===== src/rtl/ber_pkg.sv =====
`default_nettype none
// ----------------------------------------------------------------------------
// Package : ber_pkg
// Shared types and constants for the bit-error test path.
// Rev     : 1.0
// ----------------------------------------------------------------------------
package ber_pkg;

  typedef enum logic [1:0] {
    IDLE  = 2'd0,
    RUN   = 2'd1,
    FLUSH = 2'd2,
    DONE  = 2'd3
  } ber_state_e;

  localparam int         c_ber_cnt_w    = 13;
  localparam int         c_prbs7_len    = 7;
  localparam logic [6:0] c_prbs7_seed   = 7'h7F;
  // x^7 + x^6 + 1 expressed as bit positions of a left-shifting register
  localparam int         c_prbs7_tap_hi = 6;
  localparam int         c_prbs7_tap_lo = 5;

endpackage
`default_nettype wire


===== src/rtl/prbs_lfsr.sv =====
`default_nettype none
// ----------------------------------------------------------------------------
// Module : prbs_lfsr
// Fibonacci LFSR with seed load and shift enable; MSB is the pattern bit.
// Rev    : 1.0
// ----------------------------------------------------------------------------
module prbs_lfsr
  import ber_pkg::*;
#(
  parameter int             LEN    = c_prbs7_len,
  parameter logic [LEN-1:0] SEED   = c_prbs7_seed,
  parameter int             TAP_HI = c_prbs7_tap_hi,
  parameter int             TAP_LO = c_prbs7_tap_lo
) (
  input  logic clk,
  input  logic rst,
  input  logic load_i,
  input  logic shift_i,
  output logic msb_o
);

  logic [LEN-1:0] lfsr_q;
  logic [LEN-1:0] lfsr_d;

  always_comb begin
    lfsr_d = lfsr_q;
    if (load_i) begin
      lfsr_d = SEED;
    end else if (shift_i) begin
      lfsr_d = {lfsr_q[LEN-2:0], lfsr_q[TAP_HI] ^ lfsr_q[TAP_LO]};
    end
  end

  always_ff @(posedge clk or posedge rst) begin
    if (rst) begin
      lfsr_q <= SEED;
    end else begin
      lfsr_q <= lfsr_d;
    end
  end

  assign msb_o = lfsr_q[LEN-1];

endmodule
`default_nettype wire


===== src/rtl/prbs_pattern_gen.sv =====
`default_nettype none
// ----------------------------------------------------------------------------
// Module : prbs_pattern_gen
// PRBS7 transmit source with error injection and a delayed clean reference.
// Rev    : 1.0
// ----------------------------------------------------------------------------
module prbs_pattern_gen
  import ber_pkg::*;
#(
  parameter int LFSR_LEN = c_prbs7_len,
  parameter int CNT_W    = c_ber_cnt_w,
  parameter int DLY_W    = 4
) (
  input  logic             signal_clk,
  input  logic             rst,
  input  logic             start,
  input  logic             stop,
  input  logic [CNT_W-1:0] num_bits,
  input  logic [DLY_W-1:0] delay_sel,
  input  logic             inject_err,
  output logic             tx_bit,
  output logic             tx_valid,
  output logic             ref_bit,
  output logic             ref_valid,
  output logic             busy,
  output logic             done,
  output logic [CNT_W-1:0] bits_sent
);

  localparam int               c_dl_depth = (1 << DLY_W) - 1;
  localparam logic [DLY_W-1:0] c_dly_one  = DLY_W'(1);

  ber_state_e            state_q, state_d;
  logic [CNT_W-1:0]      num_q, num_d;
  logic [CNT_W-1:0]      cnt_q, cnt_d;
  logic [DLY_W-1:0]      dly_q, dly_d;
  logic [DLY_W-1:0]      flush_q, flush_d;
  logic [c_dl_depth-1:0] dl_bit_q, dl_bit_d;
  logic [c_dl_depth-1:0] dl_vld_q, dl_vld_d;

  logic                  w_emit;
  logic                  w_load;
  logic                  w_run_end;
  logic                  w_clean;
  logic                  w_entry_bit;
  logic [CNT_W:0]        w_cnt_inc;
  logic [c_dl_depth:0]   w_tap_bit;
  logic [c_dl_depth:0]   w_tap_vld;

  prbs_lfsr #(
    .LEN    (LFSR_LEN),
    .SEED   ({LFSR_LEN{1'b1}}),
    .TAP_HI (c_prbs7_tap_hi),
    .TAP_LO (c_prbs7_tap_lo)
  ) u_lfsr (
    .clk     (signal_clk),
    .rst     (rst),
    .load_i  (w_load),
    .shift_i (w_emit),
    .msb_o   (w_clean)
  );

  assign w_cnt_inc = {1'b0, cnt_q} + {{CNT_W{1'b0}}, 1'b1};

  always_comb begin
    state_d   = state_q;
    num_d     = num_q;
    dly_d     = dly_q;
    cnt_d     = cnt_q;
    flush_d   = flush_q;
    w_emit    = 1'b0;
    w_load    = 1'b0;
    w_run_end = 1'b0;

    unique case (state_q)
      IDLE: begin
        if (start && (num_bits != '0)) begin
          state_d = RUN;
          num_d   = num_bits;
          dly_d   = delay_sel;
          cnt_d   = '0;
          w_load  = 1'b1;
        end
      end
      RUN: begin
        // stop takes priority over the final bit: nothing is emitted this cycle
        if (stop) begin
          w_run_end = 1'b1;
        end else begin
          w_emit = 1'b1;
          if (cnt_q != '1) begin
            cnt_d = w_cnt_inc[CNT_W-1:0];
          end
          if (w_cnt_inc >= {1'b0, num_q}) begin
            w_run_end = 1'b1;
          end
        end
      end
      FLUSH: begin
        if (flush_q == '0) begin
          state_d = DONE;
        end else begin
          flush_d = flush_q - c_dly_one;
        end
      end
      DONE: begin
        state_d = IDLE;
      end
      default: begin
        state_d = IDLE;
      end
    endcase

    if (w_run_end) begin
      if (dly_q == '0) begin
        state_d = DONE;
      end else begin
        state_d = FLUSH;
        flush_d = dly_q - c_dly_one;
      end
    end

    w_entry_bit = w_emit & w_clean;
    if (w_load) begin
      dl_bit_d = '0;
      dl_vld_d = '0;
    end else begin
      dl_bit_d = {dl_bit_q[c_dl_depth-2:0], w_entry_bit};
      dl_vld_d = {dl_vld_q[c_dl_depth-2:0], w_emit};
    end
  end

  always_ff @(posedge signal_clk or posedge rst) begin
    if (rst) begin
      state_q  <= IDLE;
      num_q    <= '0;
      dly_q    <= '0;
      cnt_q    <= '0;
      flush_q  <= '0;
      dl_bit_q <= '0;
      dl_vld_q <= '0;
    end else begin
      state_q  <= state_d;
      num_q    <= num_d;
      dly_q    <= dly_d;
      cnt_q    <= cnt_d;
      flush_q  <= flush_d;
      dl_bit_q <= dl_bit_d;
      dl_vld_q <= dl_vld_d;
    end
  end

  // Tap 0 is the live entry, giving zero-cycle pass-through for D = 0
  assign w_tap_bit = {dl_bit_q, w_entry_bit};
  assign w_tap_vld = {dl_vld_q, w_emit};

  assign tx_valid  = w_emit;
  assign tx_bit    = w_emit & (w_clean ^ inject_err);
  assign ref_bit   = w_tap_bit[dly_q];
  assign ref_valid = w_tap_vld[dly_q];
  assign busy      = (state_q == RUN) || (state_q == FLUSH);
  assign done      = (state_q == DONE);
  assign bits_sent = cnt_q;

endmodule
`default_nettype wire


===== config.mk =====
export PLATFORM = sky130hd
export DESIGN_NAME = prbs_pattern_gen
export DESIGN_NICKNAME = d
export VERILOG_FILES = /design/src/rtl/ber_pkg.sv /design/src/rtl/prbs_lfsr.sv /design/src/rtl/prbs_pattern_gen.sv
export SDC_FILE = /design/constraint.sdc
export NUM_CORES = 1
export LEC_CHECK = 0
export BUFFER_PORTS_ARGS = -buffer_cell sky130_fd_sc_hd__buf_4
export CAP_MARGIN = 15
export CORE_MARGIN = 4
export CORE_UTILIZATION = 44
export DETAILED_ROUTE_END_ITERATION = 10
export GPL_TIMING_DRIVEN = 0
export SYNTH_ARGS = -nofsm -noshare
export SYNTH_HDL_FRONTEND = slang
export SYNTH_SLANG_ARGS = --single-unit

===== constraint.sdc =====
create_clock -name signal_clk -period 5.9 [get_ports signal_clk]
set_clock_uncertainty 0.2 [all_clocks]
set_input_delay 0.59 -clock signal_clk [delete_from_list [all_inputs] [get_ports signal_clk]]
set_output_delay 0.59 -clock signal_clk [all_outputs]
set_load 0.05 [all_outputs]

==> flow_metrics.tcl, run 1 <==
set metrics [dict create \
    hold_path.class "reg2reg" \
    max_stage_delay_ps 460 \
    cts_resized 0 \
    status "complete, no violations" \
    worst_slew_pin_slew_ps 680.8 \
    critPathMaxFanout 9 \
    rows 33 \
    cts_sinks 73 \
    finalCritPeriodShare_pct 60.48 \
    p_per_area_nw_per_um2 467.1 \
    die_w_um 101.5 \
    grt_pass1_wl_mm 13.88 \
    grt_start_max_net_pins 60 \
    postCtsSetupBuffers 0 \
    avgSynthCellArea_um2 11.37 \
    cp-start-kind "flop" \
    cts_tree "done" \
    ios 41 \
    synthCells 338 \
    ys_seq_area_share_pct 47.75 \
    leakagePower_nw 2.181 \
    min_to "dl_vld_q[14]$_DFF_PP0_" \
    grt_pass1_vias 2718 \
    port_buffers 40 \
    drt_pass1_iterations 4 \
    synth-seq-cells 73 \
    grtUsageTotal_pct 17.36 \
    synth_fp_nets 382 \
    hold_depth 1 \
    max_freq_ghz 0.2802 \
    setup_tns_ps 0 \
    hpwlAfterDp_mm 5.946 \
    vias_per_cell 5.319 \
    critPathSlowestCell "mux4_2" \
    peakVddDrop_mv 0.2849 \
    hold_viol 0 \
    cts_buffers 9 \
    htreeDepth 3 \
    design_area_um2 4553 \
    crit_chain "inv_1, ha_1, nand2b_2, inv_2, and2_0, mux4_2, mux4_2, buf_4" \
    required_ps 5110 \
    worst-endpoint-arrival_ps 2780 \
    routedWlPerCell_um 16.39 \
    drt_iter0_markers 115 \
    synth_area_um2 3844 \
    max_slew_margin_pct 54.04 \
    place_area_um2 4305 \
    synth_top_flop_cell "dfrtp_1" \
    initial_core_util_pct 46.08 \
    antenna_found_initial 0 \
    r2r-end "flush_q[2]$_DFF_PP0_" \
    yosysWarnings 0 \
    core_um2 8341 \
    fin_crit_ps 3569 \
    clk_pin_slew_ps 80 \
    ys_types 50 \
    fin_nets 435 \
    layout-drive-gt1-share_pct 27.78 \
    criticalPathCategory "reg2out" \
    wl_mm 8.210 \
    synth_edf_count 0 \
    vias 2665 \
    ant_nets 0 \
    clkLatencyLatePin_ps 350 \
    regToRegSetupSlack_ps 2470 \
    async_reset_ff_share_pct 100.0 \
    die_y_um 101.5 \
    finalWeightedCongestion 0.8698 \
    path_common_cell "mux4_2" \
    reg2regPathDepth 11 \
    grt_setup_unrepaired "false" \
    worstHoldStart "dl_vld_q[13]$_DFF_PP0_" \
    max_cap_violations 0 \
    worst_setup_path_end_kind "primary output" \
    setup_viol_count_final 0 \
    r2r_start "bits_sent[0]$_DFFE_PP0P_" \
    maxSlewViolCount 0 \
    fp.dieArea_um2 10300 \
    diodes 0 \
    syn_to_final_growth_pct 18.46 \
    cts_root_buffer "clkbuf_8" \
    remaining_drc_errors 0 \
    clk_path_buf_depth 2 \
    grt_overflow 0 \
]
[cells by family after synthesis]
family,synth area share [%]
and+or+nand+nor,16.89
adders and majority gates,7.161
AOI/OAI and AO/OA,9.441
buffers and inverters,3.678
muxes,11.88
DFF,47.75
xor gates and xnor gates,3.190
[critical path, delay by kind of cell (launching register included)]
family	cells	cell delay (ps)
fa+ha+maj	1	330
buf+inv	3	390
flops	1	420
mux	2	920
simple gates	2	380
[per-layer routing]
metal | vias up | global-route usage (%) | wire [um]
met3 | 4 | 4.339 | 362
li1 | 1292 | - | -
met1 | 1317 | 23.43 | 3821
met5 | - | 0 | 0
met4 | 0 | 4.294 | 49
met2 | 52 | 28.22 | 3976
[registers in the layout, summed over array words and instances (netlist names)]
name and cells:
dly_q 4, bits_sent 13, u_lfsr.lfsr_q 7, num_q 13, dl_bit_q 15, state_q 2, dl_vld_q 15, flush_q 4
[cell usage after synthesis (2+ instances only)]
cell / instances / area share, %
nor3b_1: 2 / 0.39
inv_1: 23 / 2.2
and2_1: 31 / 5.0
buf_2: 5 / 0.65
and4_1: 2 / 0.46
o21ai_4: 2 / 0.85
nand2_1: 33 / 3.2
nor4_1: 2 / 0.33
xnor2_1: 10 / 2.3
dfrtp_1: 66 / 43
mux2_2: 17 / 5.0
a211o_1: 2 / 0.46
clkbuf_1: 4 / 0.39
xor2_1: 4 / 0.91
mux2i_1: 4 / 1.0
nand4_1: 4 / 0.65
nor2_1: 14 / 1.4
nor3_1: 6 / 0.78
o21ai_0: 11 / 1.4
ha_1: 22 / 7.2
o31ai_1: 4 / 0.78
and3_1: 3 / 0.49
dfstp_2: 7 / 4.8
a32o_1: 4 / 1.0
mux4_2: 10 / 5.9
nand2b_1: 3 / 0.49
a21oi_1: 10 / 1.3
nand3_1: 11 / 1.4
[worst max path at each step]
| stage | startpoint | to | depth (start not counted) |
|---|---|---|---|
| after floorplan | bits_sent[0]$_DFFE_PP0P_ | flush_q[2]$_DFF_PP0_ | 11 |
| after global placement | rst | dl_bit_q[4]$_DFF_PP0_ | 2 |
| after detailed placement | bits_sent[0]$_DFFE_PP0P_ | flush_q[2]$_DFF_PP0_ | 11 |
| after CTS | state_q[1]$_DFFE_PP0P_ | ref_bit | 8 |
| after global routing | state_q[1]$_DFFE_PP0P_ | ref_bit | 8 |
| final | state_q[1]$_DFFE_PP0P_ | ref_bit | 8 |
[stage by stage]
| step | total power [mW] | worst slack [ps] | utilization, % | instances | hold slack [ps] |
|---|---|---|---|---|---|
| final | 2.127 | 2331 | 54.59 | 501 | 272.1 |
| after floorplan | 1.449 | 2547 | - | 338 | 247.7 |
| after global routing | 2.282 | 2161 | 54.59 | 501 | 256.2 |
| after detailed placement | 1.679 | 2457 | 51.62 | 484 | 261.7 |
| after CTS | 2.154 | 2289 | 54.59 | 501 | 260.2 |
| after global placement | 1.653 | 2251 | 51.26 | 483 | 255.5 |
[what timing repair did]
| item | in CTS | in global routing |
|---|---|---|
| hold buffers | 1 | 0 |
| endpoints found under the hold margin | 14 | 0 |
| setup endpoints to repair | 0 | 0 |
[cell type report]
cell class | instances | area (um^2)
Sequential cell | 73 | 1836
Multi-Input combinational cell | 231 | 1867
Tap cell | 105 | 131.4
Clock buffer | 11 | 151.4
Inverter | 24 | 92.59
Buffer | 10 | 51.30
Clock inverter | 5 | 86.33
Fill cell | 767 | 3787
Timing Repair Buffer | 42 | 337.8
[where the power goes]
group	switching, mW	total, mW	internal [mW]
logic	0.494	0.868	0.374
registers	0.114	0.795	0.681
clock network	0.199	0.464	0.264
[cell usage in the layout (no fill, tap or decap), drive strengths merged, types with 11 or more instances in the layout]
cell    count
dfrtp      66
buf        47
nand2      33
and2       32
inv        25
ha         22
mux2       17
o21ai      15
clkbuf     15
nor2       14
nand3      11
No activity file was read; power rests on OpenSTA's default activity.
==> run 2: changes to the inputs <==
Clock period 5.9 ns to 2.9 ns, I/O delays scaled along.
==> flow_metrics.tcl, run 2 (same netlist as run 1, synthesis figures left out) <==
set metrics [dict create \
    status "complete, no violations" \
    cts_root_buffer "clkbuf_8" \
    grt_start_max_net_pins 51 \
    grtUsageTotal_pct 18.48 \
    critPathMaxFanout 5 \
    criticalPathCategory "reg2reg" \
    maxSlewViolCount 0 \
    ios 41 \
    required_ps 2980 \
    worst_slew_pin_slew_ps 636.3 \
    syn_to_final_growth_pct 29.52 \
    diodes 0 \
    cts_buffers 9 \
    worst-endpoint-arrival_ps 2960 \
    port_buffers 40 \
    fill_cells 712 \
    finalCritPeriodShare_pct 99.44 \
    htreeDepth 3 \
    peakVddDrop_mv 0.4142 \
    remaining_drc_errors 0 \
    worst_setup_path_end_kind "flop" \
    cp-start-kind "flop" \
    cts_sinks 73 \
    grt_pass1_wl_mm 14.74 \
    leakagePower_nw 2.346 \
    initial_core_util_pct 46.08 \
    cts_tree "done" \
    fin_crit_ps 2884 \
    hpwlAfterDp_mm 5.893 \
    wl_mm 8.752 \
    seq_power_share_pct 37.3 \
    drt_pass1_iterations 4 \
    vias_per_cell 5.237 \
    p_switching_mw 1.691 \
    max_slew_margin_pct 57.04 \
    final_cell_mix "buf_4 (64), dfrtp_1 (56), nand2_1 (33)" \
    die_y_um 101.5 \
    routedWlPerCell_um 16.09 \
    regToRegSetupSlack_ps 20 \
    fin_nets 478 \
    setup_tns_ps 0 \
    fp.dieArea_um2 10300 \
    drt_iter0_markers 93 \
    grt_setup_unrepaired "true" \
    startpoint "bits_sent[1]$_DFFE_PP0P_" \
    power_frac_comb_pct 46.2 \
    pwr-share-clk_pct 16.5 \
    die_w_um 101.5 \
    max_freq_ghz 0.3468 \
    p_sw_share_pct 39.37 \
    max_cap_violations 0 \
    grt_pass1_vias 2968 \
    setup_ws_ps 16.10 \
    clkLatencyLatePin_ps 350 \
    top_regs "dl_bit_q x15, dl_vld_q x15" \
    reg2regPathDepth 13 \
    clk_path_buf_depth 2 \
    r2r_start "bits_sent[1]$_DFFE_PP0P_" \
    finalWeightedCongestion 0.8277 \
    p_per_area_nw_per_um2 862.9 \
    crit_path_end "state_q[0]$_DFFE_PP0P_" \
    layout-drive-gt1-share_pct 36.67 \
    grt_overflow 0 \
    rows 33 \
    clk_pin_slew_ps 80 \
    pre_cts_slack_ps -223.7 \
    r2r-end "state_q[0]$_DFFE_PP0P_" \
    core_um2 8341 \
    vias 2849 \
    ant_nets 0 \
    final_common_cell "buf_4" \
    hold_viol 0 \
    antenna_found_initial 0 \
    hold_path.class "in2async" \
    setup_viol_count_final 0 \
    p_int_mw 2.605 \
]
==> run 2: final cells by class <==
class,instances,area (um^2),share of cell area (%)
Clock inverter,6,43.79,0.8796
Clock buffer,10,127.6,2.563
Inverter,24,97.59,1.960
Timing Repair Buffer,86,725.7,14.58
Tap cell,105,131.4,2.639
Sequential cell,73,1848,37.12
Multi-Input combinational cell,231,1964,39.46
Buffer,9,40.04,0.8042
==> run 2: metrics by stage <==
stage / util, % / hold WS [ps] / area (um^2) / total power [mW] / cells
global placement: 51.58 / 256.4 / 4302 / 3.380 / 483
detailed placement: 51.94 / 99.71 / 4332 / 3.430 / 484
finish: 59.69 / 268.7 / 4979 / 4.296 / 544
floorplan: - / 240.5 / 3870 / 2.962 / 338
global route: 59.69 / 289.6 / 4979 / 4.625 / 544
CTS: 59.03 / 269.0 / 4923 / 4.313 / 540
==> run 2: timing repair <==
action,CTS,global route
pin swaps,12,12
gates resized for setup,17,9
setup endpoints to repair,8,8
endpoints found under the hold margin,40,0
hold buffers,18,0
buffers inserted,22,5
==> run 2: routing by layer <==
| metal | wire [um] | track usage (%) |
|---|---|---|
| met2 | 4335 | 31.04 |
| met3 | 320 | 3.926 |
| met4 | 111 | 4.908 |
| met1 | 3985 | 24.38 |
| met5 | 0 | 0 |
==> run 2: power groups by stage <==
stage	combinational (mW)	clock, mW	sequential, mW
after detailed placement	1.78	0	1.65
after floorplan	1.34	0	1.62
after global placement	1.74	0	1.64
after CTS	1.97	0.736	1.60
after global routing	2.19	0.784	1.65
final	1.98	0.709	1.60
==> run 2: worst min-delay path by stage <==
stage	slack, ps	cells past startpoint	start	to
floorplan	240	1	num_bits[0]	num_q[0]$_DFFE_PP0P_
global placement	260	1	dl_vld_q[7]$_DFF_PP0_	dl_vld_q[8]$_DFF_PP0_
detailed placement	100	2	rst	dl_vld_q[8]$_DFF_PP0_
CTS	270	3	rst	dl_vld_q[8]$_DFF_PP0_
global route	290	3	rst	dl_vld_q[8]$_DFF_PP0_
finish	270	3	rst	dly_q[1]$_DFFE_PP0P_
==> run 2: worst max-delay path: stages, from the launching register on <==
cell and delay, ps:
dfrtp_2 460, ha_4 190, and3_4 190, and2_4 160
xor2_2 150, ha_1 270, nand4_1 140, nor2_2 60
a211o_1 290, a211oi_4 200, buf_6 140, buf_6 110
nor3_4 40, o21ba_1 230
==> run 3: changes to the inputs <==
Settings changed: CORE_ASPECT_RATIO from default to 2, CORE_UTILIZATION 44 to 53, PLACE_DENSITY from default to 0.76.
==> flow_metrics.tcl, run 3 (same netlist as run 1, synthesis figures left out) <==
set metrics [dict create \
    fp.dieArea_um2 8761 \
    routedWlPerCell_um 17.46 \
    leakagePower_nw 2.400 \
    p_switching_mw 1.739 \
    cts_root_buffer "clkbuf_16" \
    final_common_cell "buf_4" \
    pwr-share-clk_pct 23.6 \
    setup_tns_ps 0 \
    antenna_found_initial 0 \
    p_total_mw 4.788 \
    hold_viol 0 \
    grt_start_max_net_pins 74 \
    grt_pass1_vias 3142 \
    regToRegSetupSlack_ps 40 \
    maxSlewViolCount 0 \
    ant_nets 0 \
    fin_nets 472 \
    reg2regPathDepth 12 \
    fin_crit_ps 2877 \
    finalNonFillerCells 523 \
    max_cap_violations 0 \
    worst_slew_pin_slew_ps 908.6 \
    max_slew_margin_pct 39.43 \
    finalWeightedCongestion 0.8451 \
    rows 43 \
    fill_cells 488 \
    seq_power_share_pct 33.5 \
    power_frac_comb_pct 42.9 \
    grtUsageTotal_pct 23.36 \
    cp-start-kind "flop" \
    worst-endpoint-arrival_ps 2390 \
    final_cell_mix "buf_4 (65), dfrtp_1 (57), nand2_1 (33)" \
    remaining_drc_errors 0 \
    diodes 0 \
    max_freq_ghz 0.3476 \
    clk_path_buf_depth 2 \
    clkLatencyLatePin_ps 330 \
    hold_path.class "in2reg" \
    die_w_um 68.22 \
    setup_viol_count_final 0 \
    r2r-end "flush_q[2]$_DFF_PP0_" \
    vias 2930 \
    critPathMaxFanout 4 \
    timing.hold.ws_ps 12.80 \
    p_int_mw 3.050 \
    required_ps 2410 \
    grt_setup_unrepaired "true" \
    dp.cells 468 \
    ios 41 \
    layout-drive-gt1-share_pct 36.95 \
    wl_mm 9.130 \
    finalCritPeriodShare_pct 99.20 \
    hpwlAfterDp_mm 6.201 \
    grt_overflow 0 \
    p_per_area_nw_per_um2 951.5 \
    top_regs "dl_bit_q x15, dl_vld_q x15" \
    die_y_um 128.4 \
    clk_pin_slew_ps 60 \
    criticalPathCategory "reg2out" \
    p_sw_share_pct 36.31 \
    initial_core_util_pct 54.96 \
    r2r_start "bits_sent[5]$_DFFE_PP0P_" \
    syn_to_final_growth_pct 30.92 \
    cts_tree "done" \
    startpoint "state_q[1]$_DFFE_PP0P_" \
    utilization_pct 71.95 \
    drt_iter0_markers 150 \
    core_um2 6994 \
    cts_sinks 73 \
    peakVddDrop_mv 0.6501 \
    worst_setup_path_end_kind "primary output" \
    drt_pass1_iterations 4 \
    htreeDepth 3 \
    cts_buffers 9 \
    status "complete, no violations" \
    vias_per_cell 5.602 \
    grt_pass1_wl_mm 14.94 \
    crit_path_end "ref_bit" \
    port_buffers 40 \
]
run 3: cell types whose count changed in the layout (fill, tap and decap cells not counted), moves of 2 or more:
cell / change
xor2_2: -2
a21oi_1: -2
dlygate4sd3_1: -7
clkbuf_16: +9
clkbuf_8: -6
clkinvlp_4: -4
xor2_1: +2
a21oi_2: +2
run 3: layout make-up:
type | instances | area [um^2] | area share (%)
inverters | 24 | 97.59 | 1.939
flip-flops and latches | 73 | 1847 | 36.70
well taps | 90 | 112.6 | 2.238
repair buffers | 79 | 644.4 | 12.80
plain buffers | 10 | 51.30 | 1.019
clock buffers | 14 | 274.0 | 5.445
multi-input cells | 231 | 1971 | 39.16
clock inverters | 2 | 35.03 | 0.6962
run 3: power groups by stage:
stage,clock network (mW),logic [mW],registers [mW]
after floorplan,0,1.34,1.62
after global placement,0,1.74,1.62
after detailed placement,0,1.79,1.64
after CTS,1.15,1.98,1.60
after global routing,1.21,2.25,1.64
final,1.13,2.05,1.60
run 3: worst min-delay path by stage:
stage	start	depth (start not counted)	endpoint
finish	num_bits[3]	2	num_q[3]$_DFFE_PP0P_
global placement	dl_vld_q[0]$_DFF_PP0_	1	dl_vld_q[1]$_DFF_PP0_
global route	num_bits[1]	2	num_q[1]$_DFFE_PP0P_
CTS	num_bits[3]	2	num_q[3]$_DFFE_PP0P_
floorplan	num_bits[0]	1	num_q[0]$_DFFE_PP0P_
detailed placement	dl_vld_q[0]$_DFF_PP0_	1	dl_vld_q[1]$_DFF_PP0_
run 3: stage by stage:
step | cell area (um^2) | setup WS (ps)
after floorplan | 3870 | -83.56
after global routing | 5032 | -67.81
after CTS | 4949 | -42.65
after detailed placement | 4285 | -196.8
after global placement | 4283 | -519.0
final | 5032 | 23.10
run 3: what timing repair did:
item                                   4_1_cts  5_1_grt
gates resized for setup                     15       10
endpoints found under the hold margin       42        1
pin swaps                                   10       15
setup endpoints to repair                    8        7
setup buffers                               21        7
hold buffers                                10        1
gates cloned                                 1        0
run 3: per-layer routing:
metal / share of wire (%) / wire length [um] / up-vias / global-route usage [%]
li1: - / - / 1377 / -
met1: 34 / 3109 / 1455 / 23.80
met2: 58 / 5256 / 69 / 40.67
met3: 3.3 / 302 / 29 / 5.677
met4: 5.0 / 461 / 0 / 14.89
met5: 0 / 0 / - / 0
run 3: critical path, cell delays in order (launching register included):
cell and delay [ps]:
dfrtp_1 370, inv_2 60, ha_4 170, nand2b_4 110, inv_6 50, and2_4 150
mux4_2 460, mux4_2 510, buf_8 180
